`config.mk`:
```
export PLATFORM = sky130hd
export DESIGN_NAME = seq_entry_display_flat
export DESIGN_NICKNAME = d
export VERILOG_FILES = /design/src/rtl/seq_entry_display_if.sv /design/src/rtl/seq_entry_display.sv /design/src/flat_wrapper.sv
export SDC_FILE = /design/constraint.sdc
export NUM_CORES = 1
export LEC_CHECK = 0
export CAP_MARGIN = 15
export CORE_UTILIZATION = 63
export CTS_CLUSTER_SIZE = 30
export DETAILED_ROUTE_END_ITERATION = 10
export DONT_BUFFER_PORTS = 1
export GPL_TIMING_DRIVEN = 0
export PLACE_DENSITY = 0.89
export SLEW_MARGIN = 30
export SYNTH_ARGS = -nofsm -noshare
export SYNTH_HDL_FRONTEND = slang
export SYNTH_SLANG_ARGS = --single-unit
```
`constraint.sdc`:
```
create_clock -name clk -period 1.7 [get_ports clk]
set_input_delay 0.34 -clock clk [delete_from_list [all_inputs] [get_ports clk]]
set_output_delay 0.34 -clock clk [all_outputs]
set_load 0.05 [all_outputs]
```
`src/rtl/seq_entry_display_if.sv`:
```
// Handshake/bus bundle for seq_entry_display: game-phase, tick and button
// inputs plus the segment, entry and result outputs.
interface seq_entry_display_if #(
    parameter int NUM_DIGITS = 4,
    parameter int SYM_W      = 2
);
    logic [7:0]                  display;
    logic                        one_sec;
    logic                        button_move;
    logic                        button_next;
    logic [NUM_DIGITS*SYM_W-1:0] sequence_in;
    logic [NUM_DIGITS*7-1:0]     seg_out;
    logic [NUM_DIGITS*SYM_W-1:0] entry_out;
    logic [2:0]                  cursor;
    logic                        result_valid;
    logic                        match;
    logic                        timeout;

    modport master (
        output display, one_sec, button_move, button_next, sequence_in,
        input  seg_out, entry_out, cursor, result_valid, match, timeout
    );

    modport slave (
        input  display, one_sec, button_move, button_next, sequence_in,
        output seg_out, entry_out, cursor, result_valid, match, timeout
    );
endinterface

```
`src/rtl/seq_entry_display.sv`:
```
// Sequence show-and-entry block for the bomb puzzle.
// Shows the target on active-low seven-segment digits for SHOW_SECS ticks,
// then lets the player edit digits MSB-first and flags whether the entry
// matches the target. All outputs are registered.
// Optional macro ENTRY_TIMEOUT_EN adds an inactivity timeout in ENTRY.
module seq_entry_display #(
    parameter int         NUM_DIGITS   = 4,
    parameter int         SYM_W        = 2,
    parameter int         NUM_SYMS     = 4,
    parameter int         SHOW_SECS    = 3,
    parameter logic [7:0] START_CODE   = 8'h10,
    parameter int         TIMEOUT_SECS = 10
) (
    input  logic               clk,
    input  logic               reset,
    seq_entry_display_if.slave bus
);
    localparam int         SEQ_W       = NUM_DIGITS * SYM_W;
    localparam int         SEG_W       = NUM_DIGITS * 7;
    localparam int         SHOW_CW     = $clog2(SHOW_SECS + 1);
    localparam logic [2:0] LAST_DIGIT  = 3'(NUM_DIGITS - 1);
    localparam logic [6:0] GLYPH_BLANK = 7'b1111111;

    // Parameter ranges the glyph table and cursor width can represent.
    if (NUM_DIGITS < 2 || NUM_DIGITS > 8 || NUM_SYMS < 2 || NUM_SYMS > 4 ||
        SHOW_SECS < 1 || TIMEOUT_SECS < 1) begin : g_param_check
        $error("seq_entry_display: parameter out of range");
    end

    typedef enum logic [2:0] {
        ST_IDLE       = 3'd0,
        ST_SHOW       = 3'd1,
        ST_ENTRY_INIT = 3'd2,
        ST_ENTRY      = 3'd3,
        ST_DONE       = 3'd4
    } state_t;

    state_t             state_q, state_d;
    logic [SEG_W-1:0]   seg_q, seg_d;
    logic [SEQ_W-1:0]   entry_q, entry_d;
    logic [2:0]         cursor_q, cursor_d;
    logic [SHOW_CW-1:0] show_cnt_q, show_cnt_d;
    logic               result_valid_q, result_valid_d;
    logic               match_q, match_d;
    logic               timed_out_s;

`ifdef ENTRY_TIMEOUT_EN
    localparam int TO_CW = $clog2(TIMEOUT_SECS + 1);
    logic [TO_CW-1:0] inact_q, inact_d;
    logic             timeout_q, timeout_d;
`endif

    // Symbol index to active-low glyph; indices >= NUM_SYMS are illegal.
    function automatic logic [6:0] glyph(input logic [SYM_W-1:0] sym);
        logic [6:0] g;
        int         idx;
        idx = int'(sym);
        if (idx >= NUM_SYMS) begin
            g = 7'b0100001;
        end else begin
            case (idx[1:0])
                2'd0:    g = 7'b1111110;
                2'd1:    g = 7'b1111001;
                2'd2:    g = 7'b1110111;
                2'd3:    g = 7'b1001111;
                default: g = 7'b0100001;
            endcase
        end
        return g;
    endfunction

    // Whole packed sequence to packed glyphs, digit i to bits [i*7 +: 7].
    function automatic logic [SEG_W-1:0] glyph_row(input logic [SEQ_W-1:0] seq);
        logic [SEG_W-1:0] row;
        for (int i = 0; i < NUM_DIGITS; i++) begin
            row[i*7 +: 7] = glyph(seq[i*SYM_W +: SYM_W]);
        end
        return row;
    endfunction

    // Next-state and next-output computation for the round sequencer.
    always_comb begin
        state_d     = state_q;
        seg_d       = seg_q;
        entry_d     = entry_q;
        cursor_d    = cursor_q;
        show_cnt_d  = show_cnt_q;
        match_d     = match_q;
        timed_out_s = 1'b0;
`ifdef ENTRY_TIMEOUT_EN
        inact_d     = inact_q;
        timeout_d   = timeout_q;
`endif
        case (state_q)
            ST_IDLE: begin
                seg_d      = {NUM_DIGITS{GLYPH_BLANK}};
                show_cnt_d = '0;
                if (bus.display == START_CODE) state_d = ST_SHOW;
                else                           state_d = ST_IDLE;
            end
            ST_SHOW: begin
                // The blanked entry is presented already while in ENTRY_INIT,
                // so the clears are applied on the way in as well.
                if (show_cnt_q == SHOW_CW'(SHOW_SECS)) begin
                    state_d  = ST_ENTRY_INIT;
                    entry_d  = '0;
                    cursor_d = LAST_DIGIT;
                    seg_d    = glyph_row({SEQ_W{1'b0}});
                    match_d  = 1'b0;
`ifdef ENTRY_TIMEOUT_EN
                    inact_d   = '0;
                    timeout_d = 1'b0;
`endif
                end else begin
                    seg_d = glyph_row(bus.sequence_in);
                    if (bus.one_sec) show_cnt_d = show_cnt_q + SHOW_CW'(1);
                    else             show_cnt_d = show_cnt_q;
                end
            end
            ST_ENTRY_INIT: begin
                state_d  = ST_ENTRY;
                entry_d  = '0;
                cursor_d = LAST_DIGIT;
                seg_d    = glyph_row({SEQ_W{1'b0}});
                match_d  = 1'b0;
`ifdef ENTRY_TIMEOUT_EN
                inact_d   = '0;
                timeout_d = 1'b0;
`endif
            end
            ST_ENTRY: begin
`ifdef ENTRY_TIMEOUT_EN
                // Any button pulse restarts the inactivity window, even on the final tick.
                if (bus.button_move || bus.button_next) inact_d = '0;
                else if (bus.one_sec)                  inact_d = inact_q + TO_CW'(1);
                else                                   inact_d = inact_q;
                timed_out_s = !bus.button_move && !bus.button_next && bus.one_sec &&
                              (inact_q == TO_CW'(TIMEOUT_SECS - 1));
`endif
                if (timed_out_s) begin
                    state_d = ST_DONE;
                    match_d = 1'b0;
`ifdef ENTRY_TIMEOUT_EN
                    timeout_d = 1'b1;
`endif
                end else if (bus.button_next) begin
                    // next wins over a simultaneous move
                    if (cursor_q == 3'd0) begin
                        state_d = ST_DONE;
                        match_d = (entry_q == bus.sequence_in);
                    end else begin
                        cursor_d = cursor_q - 3'd1;
                    end
                end else if (bus.button_move) begin
                    for (int i = 0; i < NUM_DIGITS; i++) begin
                        if (3'(i) == cursor_q) begin
                            if (entry_q[i*SYM_W +: SYM_W] >= SYM_W'(NUM_SYMS - 1))
                                entry_d[i*SYM_W +: SYM_W] = '0;
                            else
                                entry_d[i*SYM_W +: SYM_W] = entry_q[i*SYM_W +: SYM_W] + SYM_W'(1);
                        end else begin
                            entry_d[i*SYM_W +: SYM_W] = entry_q[i*SYM_W +: SYM_W];
                        end
                    end
                end else begin
                    entry_d = entry_q;
                end
                seg_d = glyph_row(entry_d);
            end
            ST_DONE: begin
                seg_d = glyph_row(entry_q);
                if (bus.button_next) state_d = ST_IDLE;
                else                 state_d = ST_DONE;
            end
            default: begin
                state_d = ST_IDLE;
                seg_d   = {NUM_DIGITS{GLYPH_BLANK}};
            end
        endcase
        result_valid_d = (state_d == ST_DONE);
    end

    // State and output registers with synchronous active-low reset.
    always_ff @(posedge clk) begin
        if (!reset) begin
            state_q        <= ST_IDLE;
            seg_q          <= {NUM_DIGITS{GLYPH_BLANK}};
            entry_q        <= '0;
            cursor_q       <= LAST_DIGIT;
            show_cnt_q     <= '0;
            result_valid_q <= 1'b0;
            match_q        <= 1'b0;
`ifdef ENTRY_TIMEOUT_EN
            inact_q        <= '0;
            timeout_q      <= 1'b0;
`endif
        end else begin
            state_q        <= state_d;
            seg_q          <= seg_d;
            entry_q        <= entry_d;
            cursor_q       <= cursor_d;
            show_cnt_q     <= show_cnt_d;
            result_valid_q <= result_valid_d;
            match_q        <= match_d;
`ifdef ENTRY_TIMEOUT_EN
            inact_q        <= inact_d;
            timeout_q      <= timeout_d;
`endif
        end
    end

    assign bus.seg_out      = seg_q;
    assign bus.entry_out    = entry_q;
    assign bus.cursor       = cursor_q;
    assign bus.result_valid = result_valid_q;
    assign bus.match        = match_q;
`ifdef ENTRY_TIMEOUT_EN
    assign bus.timeout      = timeout_q;
`else
    assign bus.timeout      = 1'b0;
`endif

endmodule

```
`src/flat_wrapper.sv`:
```
// flat-port wrapper written by rule: the top's interface ports become plain ports
module seq_entry_display_flat 
#(
    parameter int         NUM_DIGITS   = 4,
    parameter int         SYM_W        = 2,
    parameter int         NUM_SYMS     = 4,
    parameter int         SHOW_SECS    = 3,
    parameter logic [7:0] START_CODE   = 8'h10,
    parameter int         TIMEOUT_SECS = 10
)
  (clk, reset, bus_display, bus_one_sec, bus_button_move, bus_button_next, bus_sequence_in, bus_seg_out, bus_entry_out, bus_cursor, bus_result_valid, bus_match, bus_timeout);
  seq_entry_display_if #(.NUM_DIGITS(NUM_DIGITS), .SYM_W(SYM_W)) bus_i ();
  input  logic clk;
  input  logic reset;
  input wire logic [$bits(bus_i.display)-1:0] bus_display;
  input wire logic [$bits(bus_i.one_sec)-1:0] bus_one_sec;
  input wire logic [$bits(bus_i.button_move)-1:0] bus_button_move;
  input wire logic [$bits(bus_i.button_next)-1:0] bus_button_next;
  input wire logic [$bits(bus_i.sequence_in)-1:0] bus_sequence_in;
  output wire logic [$bits(bus_i.seg_out)-1:0] bus_seg_out;
  output wire logic [$bits(bus_i.entry_out)-1:0] bus_entry_out;
  output wire logic [$bits(bus_i.cursor)-1:0] bus_cursor;
  output wire logic [$bits(bus_i.result_valid)-1:0] bus_result_valid;
  output wire logic [$bits(bus_i.match)-1:0] bus_match;
  output wire logic [$bits(bus_i.timeout)-1:0] bus_timeout;
  assign bus_i.display = bus_display;
  assign bus_i.one_sec = bus_one_sec;
  assign bus_i.button_move = bus_button_move;
  assign bus_i.button_next = bus_button_next;
  assign bus_i.sequence_in = bus_sequence_in;
  assign bus_seg_out = bus_i.seg_out;
  assign bus_entry_out = bus_i.entry_out;
  assign bus_cursor = bus_i.cursor;
  assign bus_result_valid = bus_i.result_valid;
  assign bus_match = bus_i.match;
  assign bus_timeout = bus_i.timeout;
  seq_entry_display #(.NUM_DIGITS(NUM_DIGITS), .SYM_W(SYM_W), .NUM_SYMS(NUM_SYMS), .SHOW_SECS(SHOW_SECS), .START_CODE(START_CODE), .TIMEOUT_SECS(TIMEOUT_SECS)) u_core (.clk(clk), .reset(reset), .bus(bus_i));
endmodule
```
After elaboration in Yosys (flattened, before gate mapping)
Index checks and enable logic that the tools add are counted.
{ "classes": {"add_sub_neg": 6, "order_cmp": 4, "eq_ne": 53, "muxes": 44, "reduce_logical": 20} }
{ "op_table": {"columns": ["cell", "count"], "rows": [
  ["$pmux W7 S4", 12],
  ["$pmux W28 S4", 1],
  ["$eq A2 B2 Y1 const B", 25],
  ["$mux W8", 4],
  ["$mux W28", 1],
  ["$eq A2 B1 Y1 const B", 12],
  ["$logic_not A2 Y1", 12],
  ["$pmux W8 S3", 1],
  ["$mux W3", 7],
  ["$mux W2", 10],
  ["$pmux W3 S5", 1],
  ["$add A2 B1 Y2 const B", 5],
  ["$pmux W3 S3", 1],
  ["$eq A8 B5 Y1 const B", 1],
  ["$eq A8 B8 Y1", 1],
  ["$ge A2 B2 Y1 const B", 4],
  ["$ne A2 B2 Y1 const B", 4],
  ["$reduce_and A4 Y1", 2],
  ["$eq A2 B3 Y1 const A", 2],
  ["$eq A3 B2 Y1 const B", 2],
  ["$eq A3 B3 Y1 const B", 2],
  ["$logic_not A3 Y1", 2],
  ["$mux W1", 4],
  ["$ne A2 B1 Y1 const B", 2],
  ["other kinds (9)", 9]
]} }
{ "word_totals": {"reg_bits": 46, "input_bits": 21, "output_inout_bits": 42, "elab_cells": 134} }

Logic depth before layout (Yosys ltp)
Gate-level depths: netlist of run 1.
{ "logic_depth": {"word_depth": 9, "mapped_depth": 7, "ltp_nobuf": 6} }

Worst setup path before layout of run 1
OpenSTA, ideal clock, no wires.
{ "synth_path": {"kind": "register to register", "startpoint": "reg u_core.cursor_q[0], in the netlist u_core.bus.cursor[0]", "endpoint": "reg u_core.seg_q[17], in the netlist u_core.bus.seg_out[17]", "setup_ps": 120, "arrival_ps": 1861, "required_ps": 1580, "slack_ps": -281, "path_stages_with_launch": 8, "n_path_buf": 1, "period_less_slack_ps": 1981, "path_cell_list": "dfxtp_1 inv_1 ha_1 nor4bb_1 buf_2 nor2_1 a2bb2oi_1 a211o_1"} }
{ "synth_via": {"elab_chain_cells": 8, "elab_cells_between_ends": 11, "cone_classes": "eq/ne (4); mux (6); reduce/logical (1)"} }
{ "synth_rtl": {"columns": ["element", "line_no", "source"], "rows": [
  ["from (decl)", "seq_entry_display.sv:41", "logic [2:0] cursor_q, cursor_d;"],
  ["from (signal assigned)", "seq_entry_display.sv:201", "cursor_q <= cursor_d;"],
  ["$eq A2 B3 Y1 *", "seq_entry_display.sv:156", "if (3'(i) == cursor_q) begin"],
  ["$mux W2 *", "seq_entry_display.sv:156", null],
  ["$mux W8 *", "seq_entry_display.sv:154", "end else if (bus.button_move) begin"],
  ["$mux W8 *", "seq_entry_display.sv:146", "end else if (bus.button_next) begin"],
  ["$mux W8 *", "seq_entry_display.sv:94", "case (state_q)"],
  ["$eq A2 B2 Y1 (tied with other cells)", "seq_entry_display.sv:61", "case (idx[1:0])"],
  ["$pmux W7 S4 *", "seq_entry_display.sv:61", null],
  ["$pmux W28 S4 *", "seq_entry_display.sv:94", null],
  ["to (signal assigned)", "seq_entry_display.sv:187", "seg_q <= {NUM_DIGITS{GLYPH_BLANK}};"],
  ["to (signal assigned)", "seq_entry_display.sv:199", "seg_q <= seg_d;"],
  ["to (decl)", "seq_entry_display.sv:39", "logic [SEG_W-1:0] seg_q, seg_d;"]
]} }
Mark *: on every way between the ends. The rest lies on a longest branch, timed or not. The select of a mux whose other input is x is not followed.
A chain may end at the register's enable or synchronous reset.

Worst setup path after layout of run 1
{ "layout_path": {"startpoint": "reg u_core.cursor_q[0], in the netlist u_core.bus.cursor[0]", "endpoint": "reg u_core.seg_q[14], in the netlist u_core.bus.seg_out[14]"} }
Same word-level chain as after synthesis.

==> flow_summary.json, run 1 <==
{
  "hold_class": "input port to flop",
  "dpl.hpwl_um": 4050,
  "drt_iter0_drc": 265,
  "netlist_area_um2": 2370,
  "final_cells": 339,
  "tritoncts": "yes",
  "maxSlewViolCount": 0,
  "cts_sinks": 34,
  "grt_start_max_net_pins": 11,
  "drc_errors": 0,
  "cp-startpoint": "u_core.bus.cursor[0]$_SDFFE_PN1P_",
  "portBuffers": 0,
  "ios": 63,
  "worstPathRequired_ns": 1.87,
  "swShare": 0.241,
  "ys_async_sr_fraction": 0,
  "peakVddDrop_v": 0.000327,
  "r2r_cells": 7,
  "antenna_found_initial": 0,
  "grt.overflow.total": 0,
  "die_h_um": 63.3,
  "hold_viol_final": 0,
  "yosysUniqueCellTypes": 53,
  "clk_path_buf_depth": 2,
  "grt_pass1_wl_um": 9250,
  "row_count": 21,
  "layout_setup_ws_ns": -0.0151,
  "synth_edf_count": 0,
  "initial_core_util": 0.682,
  "final-setup-viol-count": 3,
  "drtAntennaViolNets": 0,
  "worst_slew_pin_slew_ns": 0.562,
  "area_growth_pct": 16.1,
  "clk_latency_ns": 0.29,
  "ys_warn_count": 0,
  "synth.ff_latch_count": 34,
  "die_x_um": 63.3,
  "grt_pass1_vias": 1936,
  "rr_endpoint": "u_core.bus.seg_out[14]$_SDFF_PN1_",
  "worstPathMaxFanout": 6,
  "violations": "setup timing",
  "crit_path_end_kind": "flop",
  "design.core.area_um2": 3470,
  "cts_hold_buffers": 0,
  "min_period_ns": 1.72,
  "power.internal_mw": 1.11,
  "rsz0062_at_grt": "true",
  "leakage_nw": 1.11,
  "seq_area_frac_synth": 0.288,
  "pwr-share-clk": 0.400,
  "antennaDiodeCount": 0,
  "slew_headroom": 0.623,
  "multi_input_area_um2": 1600,
  "max_cap_violations": 0,
  "h-tree-depth": 2,
  "power_frac_comb": 0.061,
  "cts_buffers": 5,
  "period_share": 1.01,
  "grtUsageTotal": 0.296,
  "p_seq_frac": 0.539,
  "dr.pass1.iters": 5,
  "wl_um": 6380,
  "p_per_area_nw_per_um2": 534,
  "crit_type": "flop to flop",
  "arrival_ns": 1.88,
  "gp_congestion": 0.953,
  "max_freq_mhz": 583,
  "fin_nets": 335,
  "startpoint_type": "flop",
  "dp.cells": 326,
  "die_area_um2": 4000,
  "seqCellArea_um2": 709,
  "power.switching_mw": 0.354,
  "clk_pin_slew_worst_paths_ns": 0.07,
  "ys_dominant_reg_cell": "dfxtp_1",
  "outcome": "finished, violations left",
  "synthCells": 277,
  "cp-endpoint": "u_core.bus.seg_out[14]$_SDFF_PN1_",
  "wl_per_cell_um": 18.8,
  "clockRootBuffer": "clkbuf_8",
  "vias": 2201,
  "rrSetupSlack_ns": -0.02,
  "power_mw": 1.47,
  "min_path_cells": 2,
  "synth_area_per_cell_um2": 8.54,
  "viasPerCell": 6.49,
  "r2r_start": "u_core.bus.cursor[0]$_SDFFE_PN1P_",
  "skew_ns": 0.0109,
  "fillers": 235,
  "drive_above_1_share": 0.259
}
==> placed cells by master, fill, tap and decap left out, types with 3 or more instances in the layout <==
cell and n:
dfxtp_1 23, nor3_2 3, o211ai_1 5, clkbuf_1 5, a21boi_1 8, ha_4 4, mux2i_1 5, buf_6 3
and2_1 3, inv_1 12, nand2b_1 6, xor2_1 7, conb_1 5, ha_1 17, dfxtp_2 5, clkbuf_8 5
o22ai_1 3, nor2_1 24, nand2b_4 3, o31ai_1 3, a211oi_1 3, buf_4 20, a21oi_1 15, buf_2 4
nand2_1 11, dfxtp_4 6, nor4_1 3, nand3_1 8, nor3b_1 3, o2111ai_1 7, o21ai_0 11, o21ai_1 5
==> how the worst min path moves through the flow <==
| stage | from | to |
|---|---|---|
| final | bus_sequence_in[0] | u_core.bus.seg_out[3]$_SDFF_PN1_ |
| after global placement | u_core.show_cnt_q[1]$_SDFFE_PN0P_ | u_core.show_cnt_q[1]$_SDFFE_PN0P_ |
| after global routing | bus_sequence_in[6] | u_core.bus.seg_out[24]$_SDFF_PN1_ |
| after CTS | bus_sequence_in[0] | u_core.bus.seg_out[3]$_SDFF_PN1_ |
| after floorplan | u_core.show_cnt_q[1]$_SDFFE_PN0P_ | u_core.show_cnt_q[1]$_SDFFE_PN0P_ |
| after detailed placement | u_core.show_cnt_q[1]$_SDFFE_PN0P_ | u_core.show_cnt_q[1]$_SDFFE_PN0P_ |
==> power by group through the flow <==
stage	logic [mW]	clock network, mW	registers (mW)
after floorplan	0.0715	0	0.817
after global placement	0.0787	0	0.817
after detailed placement	0.0798	0	0.817
after CTS	0.0810	0.578	0.794
after global routing	0.0945	0.617	0.791
final	0.0900	0.587	0.791
==> critical path, cell delays in order (launching register included) <==
cell and delay, ns:
dfxtp_4 0.49, inv_4 0.08, ha_4 0.15, nor4bb_4 0.16, buf_4 0.17, nor2_4 0.08, a22oi_1 0.11, a211o_1 0.33
==> final cells by class <==
| type | instances | share of cell area |
|---|---|---|
| inverters | 15 | 0.0223 |
| flip-flops and latches | 34 | 0.258 |
| clock buffers | 8 | 0.0291 |
| multi-input cells | 203 | 0.581 |
| well taps | 46 | 0.0209 |
| repair buffers | 7 | 0.0196 |
| plain buffers | 26 | 0.0688 |
==> cell families (layout without fill, tap and decap cells) <==
kind of cell | after synthesis | in the layout | synth area share
buf+inv | 43 | 56 | 0.104
simple gates | 86 | 86 | 0.211
compound gates | 75 | 75 | 0.219
mux | 7 | 7 | 0.0296
xor+xnor | 8 | 8 | 0.0296
fa+ha+maj | 22 | 22 | 0.116
flops | 34 | 34 | 0.288
other cells | 2 | 5 | 0.00317
==> cells in the mapped netlist (3+ instances only) <==
master	number	area [um^2]
buf_6	3	33.8
o211ai_1	5	37.5
a21oi_1	15	75.1
o22ai_1	3	18.8
buf_2	7	35.0
and2_1	3	18.8
nand2_1	11	41.3
nand3_1	8	40.0
nor2_1	25	93.8
mux2i_1	7	70.1
nor3_1	4	20.0
ha_1	22	275
nor4_1	3	18.8
o21ai_0	12	60.1
buf_4	14	105
nor3b_1	3	22.5
a21boi_1	8	60.1
nand2b_1	9	56.3
xor2_1	7	61.3
o31ai_1	3	22.5
dfxtp_1	34	681
o21ai_1	4	20.0
clkbuf_1	4	15.0
o2111ai_1	7	61.3
a211oi_1	3	22.5
inv_1	14	52.6
==> per-layer routing <==
| metal | global-route usage | vias up | part of all wire |
|---|---|---|---|
| li1 | - | 1005 | - |
| met1 | 0.345 | 1037 | 0.38 |
| met2 | 0.496 | 134 | 0.49 |
| met3 | 0.0906 | 25 | 0.10 |
| met4 | 0.131 | 0 | 0.026 |
| met5 | 0 | - | 0 |
==> sequential cells by signal, summed over array words and instances (netlist names) <==
name                     count
u_core.state_q               3
u_core.bus.result_valid      1
u_core.bus.cursor            3
u_core.show_cnt_q            2
u_core.bus.entry_out         8
u_core.bus.seg_out          16
u_core.bus.match             1
==> what timing repair did <==
action | 4_1_cts | 5_1_grt
gates cloned | 0 | 1
setup buffers | 2 | 4
setup endpoints to repair | 21 | 25
pin swaps | 1 | 8
gates resized for setup | 18 | 26
==> metrics by stage <==
step	area [um^2]	setup TNS (ns)	setup WS (ns)	hold WS (ns)	util
2_1_floorplan	2390	-0.0164	-0.0164	0.449	-
3_3_place_gp	2450	-1.49	-0.247	0.456	0.705
3_5_place_dp	2450	-2.24	-0.256	0.487	0.705
4_1_cts	2590	-0.0329	-0.0329	0.222	0.746
5_1_grt	2750	-0.559	-0.0901	0.246	0.792
6_report	2750	-0.0293	-0.0151	0.212	0.792
(Power assumes the default switching activity.)
==> run 2: changes to the inputs <==
REMOVE_ABC_BUFFERS = 1   (was unset)
==> run 2 against run 1 <==
  * The run now ends clean
  * Clock-buffer cell count unchanged
  * Core utilization decreased by 5.4 points
  * Die area unchanged
  * Critical endpoint is now u_core.bus.seg_out[2]$_SDFF_PN1_
  * Design area decreased by 6.9%
  * Sequential power about the same
  * Register-to-register slack improved by 0.06 ns
  * Fmax increased by 3.4%
  * Routed wire length decreased by 11%
==> flow_summary.json, run 2 (same netlist as run 1, synthesis figures left out) <==
{
  "outcome": "finished clean",
  "cts_hold_buffers": 0,
  "power_mw": 1.57,
  "wl_um": 5690,
  "tns_ns": 0,
  "vias": 2014,
  "p_seq_frac": 0.501,
  "cp-startpoint": "u_core.bus.cursor[0]$_SDFFE_PN1P_",
  "drt_iter0_drc": 157,
  "portBuffers": 0,
  "rsz0062_at_grt": "true",
  "clk_pin_slew_worst_paths_ns": 0.07,
  "slew_headroom": 0.374,
  "design_area_um2": 2560,
  "layout_setup_ws_ns": 0.0409,
  "max_cap_violations": 0,
  "period_share": 0.976,
  "cp_top_family": "simple AND/OR/NAND/NOR gates",
  "grt_pass1_wl_um": 9000,
  "max_freq_mhz": 603,
  "startpoint_type": "flop",
  "maxSlewViolCount": 0,
  "hp-start": "reset",
  "final_cells": 315,
  "grt_pass1_vias": 1906,
  "final-setup-viol-count": 0,
  "min_period_ns": 1.66,
  "preCtsSetupSlack_ns": -0.720,
  "layout_common_cells": "25 x nor2_1, 20 x ha_1, 20 x dfxtp_1",
  "power.internal_mw": 1.22,
  "clk_latency_ns": 0.30,
  "drtAntennaViolNets": 0,
  "peakVddDrop_v": 0.000331,
  "leakage_nw": 1.01,
  "power_frac_comb": 0.042,
  "fin_nets": 311,
  "row_count": 21,
  "grt_start_max_net_pins": 22,
  "die_h_um": 63.3,
  "hold_class": "input port to flop",
  "final_common_cell": "nor2_1",
  "rr_endpoint": "u_core.bus.seg_out[2]$_SDFF_PN1_",
  "rrSetupSlack_ns": 0.04,
  "grtUsageTotal": 0.292,
  "worst_slew_pin_slew_ns": 0.938,
  "largest_reg_flops": 16,
  "final_util": 0.738,
  "initial_core_util": 0.682,
  "hold_viol_final": 0,
  "design.core.area_um2": 3470,
  "swShare": 0.226,
  "area_growth_pct": 8.14,
  "antennaDiodeCount": 0,
  "crit_slowest_cell": "dfxtp_4",
  "antenna_found_initial": 0,
  "dp.cells": 298,
  "place_area_um2": 2260,
  "tritoncts": "yes",
  "clockRootBuffer": "clkbuf_8",
  "r2r_cells": 6,
  "viasPerCell": 6.39,
  "fillers": 258,
  "wl_per_cell_um": 18.1,
  "worstPathCellList": "inv_4, ha_4, and4bb_2, mux2i_2, nand2b_4, o2111ai_2",
  "pwr-share-clk": 0.457,
  "cts_buffers": 5,
  "holdWs_ns": 0.117,
  "drc_errors": 0,
  "cp-endpoint": "u_core.bus.seg_out[2]$_SDFF_PN1_",
  "h-tree-depth": 2,
  "die_x_um": 63.3,
  "crit_cells": 6,
  "drive_above_1_share": 0.212,
  "r2r_start": "u_core.bus.cursor[0]$_SDFFE_PN1P_",
  "grt.overflow.total": 0,
  "dpl.hpwl_um": 3660,
  "clk_path_buf_depth": 2,
  "dr.pass1.iters": 4,
  "p_per_area_nw_per_um2": 614,
  "power.switching_mw": 0.355,
  "crit_buf_inv": 1,
  "cts_sinks": 34,
  "gp_congestion": 0.870,
  "arrival_ns": 1.83,
  "ios": 63,
  "die_area_um2": 4000,
  "crit_path_end_kind": "flop",
  "worstPathMaxFanout": 6,
  "critPathMaxStageDelay_ns": 0.42,
  "worstPathRequired_ns": 1.87,
  "crit_type": "flop to flop",
  "skew_ns": 0.00240
}
run 2: final cells by class:
class / instances / area, um^2 / share of cell area
Tap cell: 46 / 57.6 / 0.0225
Multi-Input combinational cell: 203 / 1550 / 0.604
Inverter: 15 / 61.3 / 0.0240
Clock buffer: 8 / 110 / 0.0430
Sequential cell: 34 / 721 / 0.282
Timing Repair Buffer: 9 / 62.6 / 0.0244
run 2: worst min-delay path by stage:
| stage | end | slack, ns | depth (start not counted) |
|---|---|---|---|
| floorplan | u_core.bus.cursor[0]$_SDFFE_PN1P_ | 0.42 | 1 |
| detailed placement | u_core.bus.cursor[1]$_SDFFE_PN1P_ | 0.43 | 1 |
| global placement | u_core.bus.cursor[0]$_SDFFE_PN1P_ | 0.43 | 1 |
| global route | u_core.bus.cursor[0]$_SDFFE_PN1P_ | 0.12 | 1 |
| CTS | u_core.bus.cursor[1]$_SDFFE_PN1P_ | 0.12 | 1 |
| finish | u_core.bus.cursor[1]$_SDFFE_PN1P_ | 0.12 | 1 |
run 2: per-layer routing:
| layer | vias up | wire, um | GRT usage |
|---|---|---|---|
| li1 | 962 | - | - |
| met1 | 950 | 2250 | 0.318 |
| met2 | 88 | 2770 | 0.501 |
| met3 | 14 | 541 | 0.0942 |
| met4 | 0 | 132 | 0.156 |
| met5 | - | 0 | 0 |
run 2: power groups by stage:
stage	Combinational, mW	Sequential, mW	Clock, mW
finish	0.0660	0.788	0.717
global route	0.0705	0.788	0.761
CTS	0.0652	0.794	0.718
detailed placement	0.0593	0.821	0
global placement	0.0573	0.821	0
floorplan	0.0541	0.821	0
run 2: repair_timing:
item                       in CTS  in global routing
setup endpoints to repair      33                 27
gates cloned                    0                  0
gates resized for setup        27                 18
setup buffers                   4                  5
pin swaps                       3                  5
==> run 3: changes to the inputs <==
CORE_UTILIZATION = 57   (was 63)
PLACE_DENSITY = 0.85   (was 0.89)
clock period = 1.4 ns   (was 1.7 ns; I/O delays follow)
==> run 3 against run 2 <==
  * The flow now finishes with violations (setup timing)
  * Clock skew about the same
  * Via count up 8.7%
  * Non-clock buffer count up 13
  * Critical endpoint is now u_core.bus.seg_out[5]$_SDFF_PN1_
  * Highest routed layer unchanged
==> flow_summary.json, run 3 (same netlist as run 1, synthesis figures left out) <==
{
  "outcome": "finished, violations left",
  "violations": "setup timing",
  "hold_viol_final": 0,
  "worstPathRequired_ns": 1.55,
  "critPathMaxStageDelay_ns": 0.50,
  "h-tree-depth": 2,
  "cts_sinks": 34,
  "power.internal_mw": 1.38,
  "viasPerCell": 6.57,
  "layout_setup_ws_ns": -0.270,
  "antenna_found_initial": 0,
  "drt_iter0_drc": 174,
  "grt.overflow.total": 0,
  "die_h_um": 66.4,
  "max_freq_mhz": 599,
  "swShare": 0.234,
  "pwr-share-clk": 0.419,
  "grt_pass1_vias": 2005,
  "drive_above_1_share": 0.353,
  "drc_errors": 0,
  "power_mw": 1.80,
  "antennaDiodeCount": 0,
  "rsz0062_at_grt": "true",
  "dp.cells": 302,
  "final-setup-viol-count": 32,
  "final_cells": 333,
  "place_area_um2": 2260,
  "cts_buffers": 5,
  "wl_per_cell_um": 20.3,
  "peakVddDrop_v": 0.000460,
  "hold_class": "input port to flop",
  "grt_pass1_wl_um": 9370,
  "largest_reg_flops": 16,
  "layout_common_cells": "22 x nor2_1, 18 x buf_4, 16 x ha_1",
  "tritoncts": "yes",
  "maxSlewViolCount": 0,
  "wl_um": 6750,
  "fillers": 288,
  "dr.pass1.iters": 5,
  "fin_nets": 325,
  "period_share": 1.19,
  "gp_congestion": 0.834,
  "min_period_ns": 1.67,
  "initial_core_util": 0.591,
  "final_common_cell": "nor2_1",
  "crit_slowest_cell": "dfxtp_4",
  "dpl.hpwl_um": 3620,
  "power_frac_comb": 0.052,
  "worstPathCellList": "inv_4, ha_4, and4bb_4, mux2i_4, a21oi_2, o2111ai_2",
  "portBuffers": 0,
  "rrSetupSlack_ns": -0.27,
  "preCtsSetupSlack_ns": -1.02,
  "crit_path_end_kind": "flop",
  "final_util": 0.710,
  "design_area_um2": 2840,
  "vias": 2189,
  "die_x_um": 66.4,
  "skew_ns": 0.00282,
  "design.core.area_um2": 4000,
  "max_cap_violations": 0,
  "r2r_start": "u_core.bus.cursor[0]$_SDFFE_PN1P_",
  "slew_headroom": 0.657,
  "clk_latency_ns": 0.29,
  "p_per_area_nw_per_um2": 634,
  "p_seq_frac": 0.529,
  "hp-start": "reset",
  "worstPathMaxFanout": 6,
  "worst_slew_pin_slew_ns": 0.514,
  "startpoint_type": "flop",
  "die_area_um2": 4410,
  "drtAntennaViolNets": 0,
  "grt_start_max_net_pins": 22,
  "crit_type": "flop to flop",
  "cp-startpoint": "u_core.bus.cursor[0]$_SDFFE_PN1P_",
  "clk_path_buf_depth": 2,
  "arrival_ns": 1.82,
  "leakage_nw": 1.10,
  "area_growth_pct": 20.1,
  "row_count": 23,
  "clk_pin_slew_worst_paths_ns": 0.07,
  "ios": 63,
  "power.switching_mw": 0.422,
  "clockRootBuffer": "clkbuf_8",
  "grtUsageTotal": 0.286
}
run 3: changes by cell type in the layout (fill, tap and decap cells not counted), moves of 4 or more:
cell     before  now
o21ai_0      12    7
ha_4          2    6
dfxtp_2       5   12
o21ai_1       4    9
buf_4         7   18
dfxtp_1      20   11
ha_1         20   16
run 3: layout make-up:
| class | instances | area [um^2] | area share |
|---|---|---|---|
| clock buffer | 7 | 86.3 | 0.0304 |
| tap | 50 | 62.6 | 0.0220 |
| clock inverter | 1 | 5.00 | 0.00176 |
| inverter | 15 | 61.3 | 0.0216 |
| timing repair buffer | 22 | 175 | 0.0616 |
| sequential | 34 | 737 | 0.259 |
| multi-input combinational | 204 | 1710 | 0.603 |
run 3: timing repair:
item                                    CTS  global route
hold buffers                              0             0
gates cloned                              0             1
setup buffers                            13             9
pin swaps                                19            17
hold endpoints to repair                  0             0
gates resized for setup                  54            36
endpoints found under the setup margin   51            38
run 3: final timing paths:
| path | to | cells after the start |
|---|---|---|
| setup / recovery | u_core.bus.seg_out[5]$_SDFF_PN1_ | 6 |
| hold / removal | u_core.bus.cursor[0]$_SDFFE_PN1P_ | 1 |
| setup reg to reg | u_core.bus.seg_out[5]$_SDFF_PN1_ | 6 |
| hold reg to reg | u_core.show_cnt_q[1]$_SDFFE_PN0P_ | 2 |
run 3: metal layers:
layer / vias to the layer above / routed length [um] / track usage
met4: 0 / 189 / 0.106
met5: - / 0 / 0
li1: 995 / - / -
met2: 131 / 3350 / 0.474
met3: 22 / 625 / 0.110
met1: 1041 / 2590 / 0.329
run 3: worst max-delay path: cells and delay by family (launching register included):
family,cells,cell delay [ns]
AND/OR/NAND/NOR,1,0.22
multiplexers,1,0.19
flip-flops,1,0.50
AO/OA/AOI/OAI,2,0.36
adder cells (fa/ha/maj),1,0.18
buffers and inverters,1,0.09
run 3: power by group through the flow:
stage	Clock, mW	Combinational (mW)	Sequential [mW]
2_1_floorplan	0	0.0657	0.997
3_3_place_gp	0	0.0698	0.997
3_5_place_dp	0	0.0720	0.997
4_1_cts	0.755	0.0839	0.957
5_1_grt	0.801	0.0993	0.953
6_report	0.755	0.0946	0.953
run 3: through the flow:
| step | setup TNS, ns | hold slack (ns) |
|---|---|---|
| 6_report | -5.92 | 0.0615 |
| 5_1_grt | -8.05 | 0.0543 |
| 4_1_cts | -5.43 | 0.0623 |
| 3_5_place_dp | -21.60 | 0.369 |
| 3_3_place_gp | -24.24 | 0.365 |
| 2_1_floorplan | -16.99 | 0.360 |
